## src/rtl/datapath_ctrl_pkg.sv

```systemverilog
// Shared definitions for the A/B datapath controller: state encoding and datapath constants.
package datapath_ctrl_pkg;

  typedef enum logic [2:0] {
    IDLE   = 3'd0,
    LOAD_A = 3'd1,
    CHECK  = 3'd2,
    LOAD_B = 3'd3,
    OUTPUT = 3'd4,
    DONE   = 3'd5
  } state_e;

  localparam int unsigned CNT_W = 4;

  localparam logic [3:0] A_MATCH_VAL   = 4'b0101;
  localparam logic [3:0] B_MATCH_VAL   = 4'd8;
  localparam logic [3:0] B_NOMATCH_VAL = 4'd13;

  // A wait of N cycles is realised by loading N-1 and counting down to zero.
  function automatic logic [CNT_W-1:0] wait_load(input int unsigned cycles);
    return CNT_W'(cycles - 1);
  endfunction

endpackage

```

## src/rtl/datapath_controller_wait_counter.sv

```systemverilog
// Loadable 4-bit down-counter with zero flag; stops at zero rather than wrapping.
module ctrl_wait_counter
  import datapath_ctrl_pkg::*;
(
  input  logic             clock,
  input  logic             reset,
  input  logic             load,
  input  logic             dec,
  input  logic [CNT_W-1:0] load_val,
  output logic             zero
);

  logic [CNT_W-1:0] count_q, count_d;

  always_comb begin
    count_d = count_q;
    if (load) begin
      count_d = load_val;
    end else if (dec && (count_q != '0)) begin
      count_d = count_q - 1'b1;
    end
  end

  always_ff @(posedge clock or posedge reset) begin
    if (reset) begin
      count_q <= '0;
    end else begin
      count_q <= count_d;
    end
  end

  assign zero = (count_q == '0);

endmodule

```

## src/rtl/datapath_controller.sv

```systemverilog
// Sequencing FSM for the 4-bit A/B datapath: load A, test it, load B with 8/13, publish B.
module datapath_controller
  import datapath_ctrl_pkg::*;
#(
  parameter int unsigned SETTLE_CYCLES = 1,
  parameter int unsigned OUT_CYCLES    = 1
) (
  input  logic clock,
  input  logic reset,
  input  logic start,
  input  logic Astatus,
  output logic ALoad,
  output logic BLoad,
  output logic Muxsel,
  output logic out_ctrl,
  output logic busy,
  output logic done,
  output logic match
);

  state_e state_q, state_d;
  logic   sel_q, sel_d;
  logic   match_q, match_d;

  logic             cnt_load;
  logic             cnt_dec;
  logic [CNT_W-1:0] cnt_load_val;
  logic             cnt_zero;

  ctrl_wait_counter u_wait (
    .clock    (clock),
    .reset    (reset),
    .load     (cnt_load),
    .dec      (cnt_dec),
    .load_val (cnt_load_val),
    .zero     (cnt_zero)
  );

  always_comb begin
    state_d      = state_q;
    sel_d        = sel_q;
    match_d      = match_q;
    cnt_load     = 1'b0;
    cnt_dec      = 1'b0;
    cnt_load_val = '0;
    ALoad        = 1'b0;
    BLoad        = 1'b0;
    out_ctrl     = 1'b0;
    done         = 1'b0;

    case (state_q)
      IDLE: begin
        if (start) state_d = LOAD_A;
      end
      LOAD_A: begin
        ALoad        = 1'b1;
        cnt_load     = 1'b1;
        cnt_load_val = wait_load(SETTLE_CYCLES);
        state_d      = CHECK;
      end
      CHECK: begin
        if (!cnt_zero) begin
          cnt_dec = 1'b1;
        end else begin
          // Astatus is captured only here, once per run.
          sel_d   = Astatus;
          match_d = Astatus;
          state_d = LOAD_B;
        end
      end
      LOAD_B: begin
        BLoad        = 1'b1;
        cnt_load     = 1'b1;
        cnt_load_val = wait_load(OUT_CYCLES);
        state_d      = OUTPUT;
      end
      OUTPUT: begin
        out_ctrl = 1'b1;
        if (!cnt_zero) begin
          cnt_dec = 1'b1;
        end else begin
          state_d = DONE;
        end
      end
      DONE: begin
        done    = 1'b1;
        state_d = IDLE;
      end
      default: state_d = IDLE;
    endcase
  end

  always_ff @(posedge clock or posedge reset) begin
    if (reset) begin
      state_q <= IDLE;
      sel_q   <= 1'b0;
      match_q <= 1'b0;
    end else begin
      state_q <= state_d;
      sel_q   <= sel_d;
      match_q <= match_d;
    end
  end

  assign busy   = (state_q != IDLE);
  assign Muxsel = sel_q;
  assign match  = match_q;

endmodule

```

## config.mk

```make
export PLATFORM = sky130hd
export DESIGN_NAME = datapath_controller
export DESIGN_NICKNAME = d
export VERILOG_FILES = /design/src/rtl/datapath_ctrl_pkg.sv /design/src/rtl/datapath_controller_wait_counter.sv /design/src/rtl/datapath_controller.sv
export SDC_FILE = /design/constraint.sdc
export NUM_CORES = 1
export LEC_CHECK = 0
export ABC_AREA = 1
export BUFFER_PORTS_ARGS = -buffer_cell sky130_fd_sc_hd__buf_2
export CORE_UTILIZATION = 25
export DETAILED_ROUTE_END_ITERATION = 10
export RECOVER_POWER = 50
export SYNTH_ARGS = -nofsm -noshare
export SYNTH_HDL_FRONTEND = slang
export SYNTH_SLANG_ARGS = --single-unit
```

## constraint.sdc

```tcl
create_clock -name clock -period 1 [get_ports clock]
set_input_delay 0.05 -clock clock [delete_from_list [all_inputs] [get_ports clock]]
set_output_delay 0.05 -clock clock [all_outputs]
set_load 0.01 [all_outputs]
```

; ---- Word level (Yosys, flattened, before mapping)
; Index checks and enable logic that the tools add are counted.
[totals]
register_bits = 8
inputBits = 4
output_inout_bits = 7
[classes]
addsub = 1
n_eq_ne = 8
n_mux = 13
reduce_logical = 10
[op_table]
columns = op, count
row1 = case mux 3 bit (5 select lines), 1
row2 = two-way mux 3 bit, 3
row3 = two-way mux 4 bit, 2
row4 = two-way mux 1 bit, 7
row5 = "== test 3 x 2 -> 1 bit, second input constant", 2
row6 = "== test 3 bit, second input constant", 2
row7 = "inequality test 2 bit, second input constant", 3
row8 = zero test 4 bit, 1
row9 = nonzero test 4 bit, 1
row10 = OR reduction 2 bit, 2
row11 = "subtractor 4 x 1 -> 4 bit, second input constant", 1
row12 = "== test 3 x 1 -> 1 bit, second input constant", 1
row13 = zero test 3 bit, 1
row14 = AND reduction 3 bit, 1
row15 = nonzero test 3 bit, 1
row16 = AND reduction 2 bit, 1
row17 = nonzero test 2 bit, 1
row18 = logical AND 1 bit, 1

; ---- Longest topological paths before layout
; Gate-level depths: netlist of run 1.
[depth]
depth_word = 6
mapped_depth = 7

; ---- Cells and area by module
; Synthesis of run 1 repeated with hierarchy kept, for this count alone.
[hier_totals]
hier_cells = 83
hier_area_um2 = 546.8
[by_module_without_submodules]
columns = mod, instances, cells_per_inst, area_per_inst_um2, seq_area_each_um2
row1 = ctrl_wait_counter, 1, 47, 299.0, 100.1
row2 = datapath_controller, 1, 36, 247.7, 100.1

; ---- Least setup slack after synthesis of run 1
; Ideal clock, no wire load.
[synth_timing]
kind = reg2reg
startpoint = reg u_wait.count_q[0]
endpoint = reg u_wait.count_q[0]
setup_time_ns = 0.118
arrival_time_ns = 0.981
required_time_ns = 0.882
setup_slack_ns = -0.099
path_stages_with_launch = 8
synth_period_minus_slack_ns = 1.099
cell_sequence = dfrtp_1 -> inv_1 -> ha_1 -> nand2_1 -> nand2_1 -> nand2_2 -> nand2_1 -> nand2_1
[synth_between]
elab_chain_len = 5
[synth_rtl]
columns = item, line_no
row1 = start: declaration, datapath_controller_wait_counter.sv:13  ; logic [CNT_W-1:0] count_q, count_d;
row2 = start signal: assignment, datapath_controller_wait_counter.sv:28  ; count_q <= count_d;
row3 = branches (longest 5 deep; another with subtractor 4 x 1 -> 4 bit), --
; Parallel ways; which one is timed is not known. The select of a mux whose other input is x is not followed.
; A chain may end at the register's enable or synchronous reset.

; ---- Final worst setup path of run 1
[layout_timing]
startpoint = reg state_q[0]
endpoint = out out_ctrl
[layout_between]
elab_chain_len = 2
[layout_rtl]
columns = item, line_no
row1 = start: declaration, datapath_controller.sv:21  ; state_e state_q, state_d;
row2 = start signal: assignment, datapath_controller.sv:99  ; state_q <= state_d;
row3 = == test 3 bit, datapath_controller.sv:51  ; case (state_q)
row4 = two-way mux 1 bit, datapath_controller.sv:51
row5 = end: declaration, datapath_controller.sv:15  ; output logic out_ctrl,
; No other way between the ends.

==> results.cfg, run 1 <==
[routing]
drc_errors = 0
wl_per_cell_um = 10.2
vias = 495
drtPass1Iterations = 2
avgViaCountPerCell = 4.09
ant_nets = 0
dr.first_iter.drc_count = 3
routed_wirelength_mm = 1.23

[worst_hold_path]
hold_end = match$_DFFE_PP0P_
worstHoldStart = Astatus
hold_path_class = in -> reg
min_path_cells = 3

[logic_synthesis]
synth_cells = 64
ys_ff_latch = 8
synth_area_um2 = 463
synth_nets = 69
synth_area_leaders = dfrtp_1 43%, nand2_1 15%, inv_1 8.1%, nand3_1 7.6%, nand2_2 4.1%
avgSynthCellArea_um2 = 7.23
seq_area_frac_synth_pct = 43.2
ys.warnings.count = 0
synth_top_area_share_pct = 43.2
yosys.cell_types.count = 16
synth_top_area_cell = dfrtp_1

[place]
gp_congestion = 0.800
placed_cells = 110
dp.final_hpwl_um = 826
io_buffer_count = 10

[timing]
fin_crit_ps = 1190
finalHoldViolCount = 0
hold_ws_ps = 28.0
worst_slew_pin_slew_ps = 325
fin_ws_ps = -185
max-slew-margin-rel_pct = 78.3
rsz0062_at_grt = yes
finalCritPeriodShare_pct = 119
clock_skew_ps = 1.92
fmax_ghz = 0.844
maxSlewViolCount = 0
setup_violations = 11

[grt]
grt_usage_pct = 13.4
grt_pass1_vias = 443
grt_max_degree = 9
grt_util_met1_pct = 16.4
grt_util_met3_pct = 3.60
antenna_found_initial = 0
grt_util_met2_pct = 19.4
busiest_layer = met2
gr-total-overflow = 0
grt_pass1_wl_mm = 1.79

[power_and_ir_drop]
combPwrFrac_pct = 61.4
clockPowerShare_pct = 13.0
ir_drop_uv = 1330
sw_frac_of_total_pct = 40.7
power-per-cell-area_nw_per_um2 = 2290
p_switching_uw = 791
p_int_uw = 1150
power_leakage_uw = 0.000443
seqPwrFrac_pct = 25.6

[setup_path]
rrSetupSlack_ps = -170
required_ps = 950
arrival_ps = 1140
crit_type = reg -> out
r2r_end = u_wait.count_q[1]$_DFFE_PP0P_
rr_startpoint = state_q[0]$_DFFE_PP0P_
endpoint_kind = output port
cp-start-kind = flop
rr_worst_depth = 7
critPathMaxFanout = 3

[finish]
n_antenna_cell = 0
area_growth_pct = 83.2
stdcell_count = 121
nNetsFinal = 103
utilization_pct = 49.1
layout-drive-gt1-share_pct = 62.5

[floorplan]
die_h_um = 45.0
pin_count = 11
row_count = 15
start_util_pct = 26.8
core_um2 = 1730
die-area_um2 = 2030
die_w_um = 45.0

[clocking]
clk_latency_ps = 250
cts_max_path_buffers = 2
cts_buffers = 3
clkTransAtPathRegs_ps = 60
cts_sinks = 8
clock-root-buffer = clkbuf_4
tritoncts = built
cts.htree.levels = 1

[status]
violations = negative setup slack
outcome = finished with violations

[run]
cap_violations = 0
-- synthesized netlist by cell type --
cell type  count
nand2_1       19
inv_1         10
dfrtp_1        8
nand3_1        7
nand2_2        3
nor2_1         3
nor2_2         3
o21ai_0        3
buf_4          1
ha_1           1
inv_2          1
nand4_1        1
nor3_1         1
o21ai_1        1
or2_0          1
xor2_1         1
-- critical path: stages, from the launching register on --
cell and delay (ps):
dfrtp_2 440, nor2_4 140, nand2_2 70, inv_2 60
buf_6 90, buf_6 90
-- registers in the layout, summed over array words and instances, names as in the netlist --
signal,cells
u_wait.count_q,4
match,1
state_q,3
-- cell usage in the layout (no fill, tap or decap), types with 3 or more instances in the layout --
master    count
nand2_1      13
clkbuf_4      3
inv_2         3
buf_6         9
inv_1         6
dfrtp_1       6
nand2_4       3
nand3_2       6
buf_4        12
buf_2         8
nand2_2       6
-- kinds of logic (layout without fill, tap and decap cells) --
logic type	count (synthesis)	after routing	synth area share, %
AO/OA/AOI/OAI	4	4	4.32
XOR/XNOR	1	1	1.89
adder cells (fa/ha/maj)	1	1	2.70
buffers and inverters	12	44	10.5
flip-flops	8	8	43.2
AND/OR/NAND/NOR	38	38	37.3
-- worst max path at each step --
stage | start | endpoint | slack (ps)
2_1_floorplan | state_q[1]$_DFFE_PP0P_ | state_q[0]$_DFFE_PP0P_ | -50
3_3_place_gp | state_q[1]$_DFFE_PP0P_ | u_wait.count_q[1]$_DFFE_PP0P_ | -70
3_5_place_dp | state_q[1]$_DFFE_PP0P_ | u_wait.count_q[1]$_DFFE_PP0P_ | -90
4_1_cts | state_q[1]$_DFFE_PP0P_ | out_ctrl | -200
5_1_grt | state_q[0]$_DFFE_PP0P_ | out_ctrl | -240
6_report | state_q[0]$_DFFE_PP0P_ | out_ctrl | -190
-- power groups by stage --
stage / Sequential (µW) / Combinational [µW] / Clock [µW]
final: 497 / 1190 / 253
after CTS: 465 / 1040 / 266
after global routing: 504 / 1280 / 289
after detailed placement: 474 / 727 / 0
after global placement: 470 / 720 / 0
after floorplan: 485 / 383 / 0
-- timing repair --
| item | in CTS | in global routing |
|---|---|---|
| hold buffers | 1 | 0 |
| pin swaps | 6 | 5 |
| endpoints found under the setup margin | 13 | 13 |
| hold endpoints to repair | 8 | 0 |
| buffers inserted | 6 | 1 |
| resized for setup | 17 | 16 |
-- cell type report --
cell class | count | area (µm²)
Fill cell | 165 | 878
Multi-Input combinational cell | 44 | 304
Timing Repair Buffer | 30 | 241
Sequential cell | 8 | 203
Inverter | 11 | 46.3
Tap cell | 25 | 31.3
Clock buffer | 3 | 22.5
-- through the flow --
step | area (µm²) | worst slack (ps) | power [µW] | TNS (ps)
after floorplan | 480 | -46.3 | 868 | -46.3
after detailed placement | 644 | -94.3 | 1200 | -554
final | 848 | -185 | 1940 | -1570
after global routing | 848 | -243 | 2070 | -2150
after global placement | 644 | -70.2 | 1190 | -344
after CTS | 786 | -198 | 1770 | -1570
-- metal layers --
layer,up-vias,share of wire (%)
li1,264,-
met1,220,48
met2,9,48
met3,2,2.9
met4,0,1.5
met5,-,0
No activity file was read; power rests on OpenSTA's default activity.
==> inputs of run 2 (changes only) <==
Settings changed: TNS_END_PERCENT set to 20.
==> results.cfg, run 2 (synthesis gave the netlist of run 1 again) <==
[routing]
vias = 512
drtPass1Iterations = 4
drc_errors = 0
dr.first_iter.drc_count = 11
wl_per_cell_um = 9.68
avgViaCountPerCell = 4.30
ant_nets = 0
routed_wirelength_mm = 1.15

[power_and_ir_drop]
power-per-cell-area_nw_per_um2 = 2270
power_leakage_uw = 0.000421
combPwrFrac_pct = 56.6
ir_drop_uv = 1280
seqPwrFrac_pct = 29.1
p_switching_uw = 667
clockPowerShare_pct = 14.3
p_int_uw = 1070
power_uw = 1740
sw_frac_of_total_pct = 38.3

[setup_path]
rr_startpoint = state_q[0]$_DFFE_PP0P_
required_ps = 950
crit_buf_inv = 3
critPathLaunch = state_q[0]$_DFFE_PP0P_
critPathSlowestCell = dfrtp_2
cpMostUsedCell = buf_6
path_cells = nor2_4 -> nand2_2 -> inv_2 -> buf_6 -> buf_6
crit_cells = 5
r2r_end = u_wait.count_q[3]$_DFFE_PP0P_
arrival_ps = 1160
cp-start-kind = flop
crit_type = reg -> out
endpoint_kind = output port
max_stage_delay_ps = 450
critPathMaxFanout = 4
path_delay_family = flip-flops
rrSetupSlack_ps = -190
endpoint = out_ctrl
rr_worst_depth = 7

[grt]
grt_pass1_vias = 416
antenna_found_initial = 0
grt_max_degree = 9
grt_usage_pct = 12.5
gr-total-overflow = 0
grt_pass1_wl_mm = 1.75

[finish]
stdcell_count = 119
layout-drive-gt1-share_pct = 53.2
multi_input_area_um2 = 256
n_antenna_cell = 0
final_cell_mix = 16 x nand2_1, 14 x buf_4, 8 x buf_2
utilization_pct = 44.3
fin_area_um2 = 766
area_growth_pct = 65.4
largest_reg_flops = 4
fill_cells = 184
ff_latch_area_um2 = 203
layout.cells.most_common = nand2_1
nNetsFinal = 101
top_register = u_wait.count_q

[status]
violations = negative setup slack
outcome = finished with violations

[timing]
finalCritPeriodShare_pct = 121
fin_crit_ps = 1210
fmax_ghz = 0.827
setup_violations = 12
clock_skew_ps = 11.4
hold_ws_ps = 34.2
finalHoldViolCount = 0
max-slew-margin-rel_pct = 78.9
fin_ws_ps = -210
worst_slew_pin_slew_ps = 316
maxSlewViolCount = 0
rsz0062_at_grt = yes

[floorplan]
row_count = 15
pin_count = 11
die-area_um2 = 2030
start_util_pct = 26.8
die_h_um = 45.0
die_w_um = 45.0
core_um2 = 1730

[clocking]
clock-root-buffer = clkbuf_4
cts_sinks = 8
cts_max_path_buffers = 2
clkTransAtPathRegs_ps = 50
cts.htree.levels = 1
cts_buffers = 3
clk_latency_ps = 260
tritoncts = built

[place]
gp_congestion = 0.812
dp.final_hpwl_um = 822
placed_cells = 112
post_dp_cell_area_um2 = 657
io_buffer_count = 10

[run]
cap_violations = 0

[worst_hold_path]
hold_path_class = in -> reg
[run 2: cell count changes in the layout (fill, tap and decap cells not counted), sizes merged]
cell and delta:
buf -2
[run 2: timing repair]
| action | CTS | global route |
|---|---|---|
| hold endpoints to repair | 8 | 0 |
| gates resized for setup | 10 | 6 |
| setup buffers | 2 | 1 |
| setup endpoints to repair | 13 | 12 |
| pin swaps | 5 | 3 |
| hold buffers | 1 | 0 |
[run 2: routing by layer]
layer	share of wire, %	wire, µm	global-route usage (%)	vias to the layer above
met3	6.9	79	7.60	0
met5	0	0	0	-
li1	-	-	-	257
met4	0	0	1.82	0
met2	46	534	17.7	14
met1	47	538	16.7	241
[run 2: worst min-delay path by stage]
stage,startpoint,endpoint,slack [ps],cells after the start
4_1_cts,Astatus,match$_DFFE_PP0P_,30,3
3_5_place_dp,reset,state_q[0]$_DFFE_PP0P_,20,2
3_3_place_gp,reset,state_q[0]$_DFFE_PP0P_,20,2
5_1_grt,Astatus,match$_DFFE_PP0P_,70,3
2_1_floorplan,reset,match$_DFFE_PP0P_,-130,1
6_report,Astatus,match$_DFFE_PP0P_,30,3
[run 2: power by group through the flow]
stage,combinational [µW],sequential [µW],clock [µW]
final,985,507,248
after global routing,1070,524,272
after CTS,927,478,260
after detailed placement,766,477,0
after global placement,759,474,0
after floorplan,383,485,0
[run 2: area by class of cell]
cell class	count	share of cell area (%)
Inverter	11	5.39
Multi-Input combinational cell	44	33.5
Tap cell	25	4.08
Clock buffer	3	2.94
Timing Repair Buffer	28	27.6
Sequential cell	8	26.5
[run 2: worst register-to-register path, cell delays in order, from the launching register on]
cell     delay [ps]
dfrtp_2         450
nor2_4          150
nand2_2          80
buf_4           140
nand2_2          70
nand2_4          60
nand3_1          80
nand2_1          60
[run 2: metrics by stage]
stage	setup WS, ps	TNS, ps
after floorplan	-46.3	-144
after global placement	-77.5	-405
after detailed placement	-92.3	-517
after CTS	-237	-2050
after global routing	-256	-2580
final	-210	-1850
==> inputs of run 3 (changes only) <==
Settings changed: CELL_PAD_IN_SITES_DETAIL_PLACEMENT set to 1, CELL_PAD_IN_SITES_GLOBAL_PLACEMENT set to 1, PLACE_DENSITY_LB_ADDON set to 0.1.
==> results.cfg, run 3 (synthesis gave the netlist of run 1 again) <==
[grt]
grt_pass1_wl_mm = 2.22
grt_usage_pct = 16.1
grt_pass1_vias = 501
antenna_found_initial = 0
grt_max_degree = 9
gr-total-overflow = 0

[power_and_ir_drop]
power_leakage_uw = 0.000401
ir_drop_uv = 1470
clockPowerShare_pct = 14.4
power-per-cell-area_nw_per_um2 = 2370
combPwrFrac_pct = 56.1
seqPwrFrac_pct = 29.5
sw_frac_of_total_pct = 41.9
p_switching_uw = 759
p_int_uw = 1050

[timing]
fmax_ghz = 0.829
finalHoldViolCount = 0
max-slew-margin-rel_pct = 77.9
setup_violations = 12
maxSlewViolCount = 0
fin_crit_ps = 1210
finalCritPeriodShare_pct = 121
rsz0062_at_grt = yes
worst_slew_pin_slew_ps = 330
fin_ws_ps = -207
clock_skew_ps = 2.71

[routing]
vias = 498
highest_layer = met4
ant_nets = 0
wl_met1_um = 618
wl_per_cell_um = 11.9
avgViaCountPerCell = 4.26
drtPass1Iterations = 1
wl_met3_um = 22
drc_errors = 0
wl_met2_um = 727
routed_wirelength_mm = 1.40
dr.first_iter.drc_count = 0

[floorplan]
die_h_um = 45.0
core_um2 = 1730
die_w_um = 45.0
row_count = 15
pin_count = 11
start_util_pct = 26.8
die-area_um2 = 2030

[setup_path]
rr_worst_depth = 8
critPathSlowestCell = dfrtp_1
arrival_ps = 1400
cp-start-kind = flop
max_stage_delay_ps = 400
critPathMaxFanout = 4
r2r_end = u_wait.count_q[0]$_DFFE_PP0P_
endpoint_kind = flop
required_ps = 1200
rrSetupSlack_ps = -210
path_cells = inv_2 -> buf_4 -> nand2_1 -> nor2_4 -> nand2_1 -> nand2_2 -> nand2_1 -> nand2_1
rr_startpoint = state_q[2]$_DFFE_PP0P_
crit_type = reg -> reg
cpMostUsedCell = nand2_1

[finish]
fill_cells = 231
final_cell_mix = 16 x nand2_1, 12 x buf_4, 8 x buf_2, 7 x nand3_1
largest_reg_flops = 4
area_growth_pct = 65.1
top_register = u_wait.count_q
layout-drive-gt1-share_pct = 53.3
nNetsFinal = 99
stdcell_count = 117
layout.cells.most_common = nand2_1
n_antenna_cell = 0

[worst_hold_path]
hold_end = match$_DFFE_PP0P_
hold_path_class = in -> reg
min_path_cells = 3
worstHoldStart = Astatus

[place]
placed_cells = 111
dp.final_hpwl_mm = 1.03
gp_congestion = 0.730
pre_cts_ws_ps = -121
io_buffer_count = 10

[clocking]
cts.htree.levels = 1
clk_latency_ps = 260
tritoncts = built
clkTransAtPathRegs_ps = 60
cts_buffers = 3
clock-root-buffer = clkbuf_4
cts_max_path_buffers = 2
cts_sinks = 8

[status]
outcome = finished with violations
violations = negative setup slack

[run]
cap_violations = 0
[run 3: worst max-delay path: cells and delay by family, from the launching register on]
| family | cells | cell delay (ps) |
|---|---|---|
| flops | 1 | 400 |
| buf+inv | 2 | 260 |
| simple gates | 6 | 490 |
[run 3: power by group through the flow]
stage	logic (µW)	registers (µW)	clock network (µW)
floorplan	383	485	0
global placement	749	474	0
detailed placement	754	487	0
CTS	809	517	270
global route	1110	544	295
finish	1020	534	261
[run 3: what timing repair did]
| item | 4_1_cts | 5_1_grt |
|---|---|---|
| gates resized for setup | 12 | 8 |
| endpoints found under the setup margin | 13 | 13 |
| buffers inserted | 0 | 3 |
| pin swaps | 4 | 5 |
| hold buffers | 1 | 0 |
| cloned | 0 | 0 |
| endpoints found under the hold margin | 8 | 0 |
[run 3: worst max-delay path by stage]
stage                                     to                     startpoint
2_1_floorplan         state_q[0]$_DFFE_PP0P_         state_q[1]$_DFFE_PP0P_
3_3_place_gp   u_wait.count_q[0]$_DFFE_PP0P_  u_wait.count_q[1]$_DFFE_PP0P_
3_5_place_dp   u_wait.count_q[2]$_DFFE_PP0P_  u_wait.count_q[1]$_DFFE_PP0P_
6_report       u_wait.count_q[0]$_DFFE_PP0P_         state_q[2]$_DFFE_PP0P_
4_1_cts                             out_ctrl         state_q[1]$_DFFE_PP0P_
5_1_grt                                 done         state_q[2]$_DFFE_PP0P_
[run 3: final cells by class]
cell class	count	area (µm²)	share of cell area (%)
multi-input combinational	44	270	35.4
sequential	8	203	26.5
timing repair buffer	26	196	25.7
inverter	11	41.3	5.40
tap	25	31.3	4.09
clock buffer	3	22.5	2.95
[run 3: per-stage QoR]
step	total power (µW)	cell area, µm²	util [%]	hold slack (ps)	setup TNS [ps]
after floorplan	869	478	-	-134	-144
after global placement	1220	649	37.6	30.7	-636
after detailed placement	1240	649	37.6	27.0	-929
after CTS	1600	706	40.9	18.7	-1560
after global routing	1950	764	44.3	10.9	-2930
final	1810	764	44.3	22.3	-2070
[run 3: per-layer routing]
metal | vias to the layer above | track usage [%]
li1 | 254 | -
met1 | 232 | 18.2
met2 | 8 | 27.0
met3 | 4 | 4.80
met4 | 0 | 9.09
met5 | - | 0
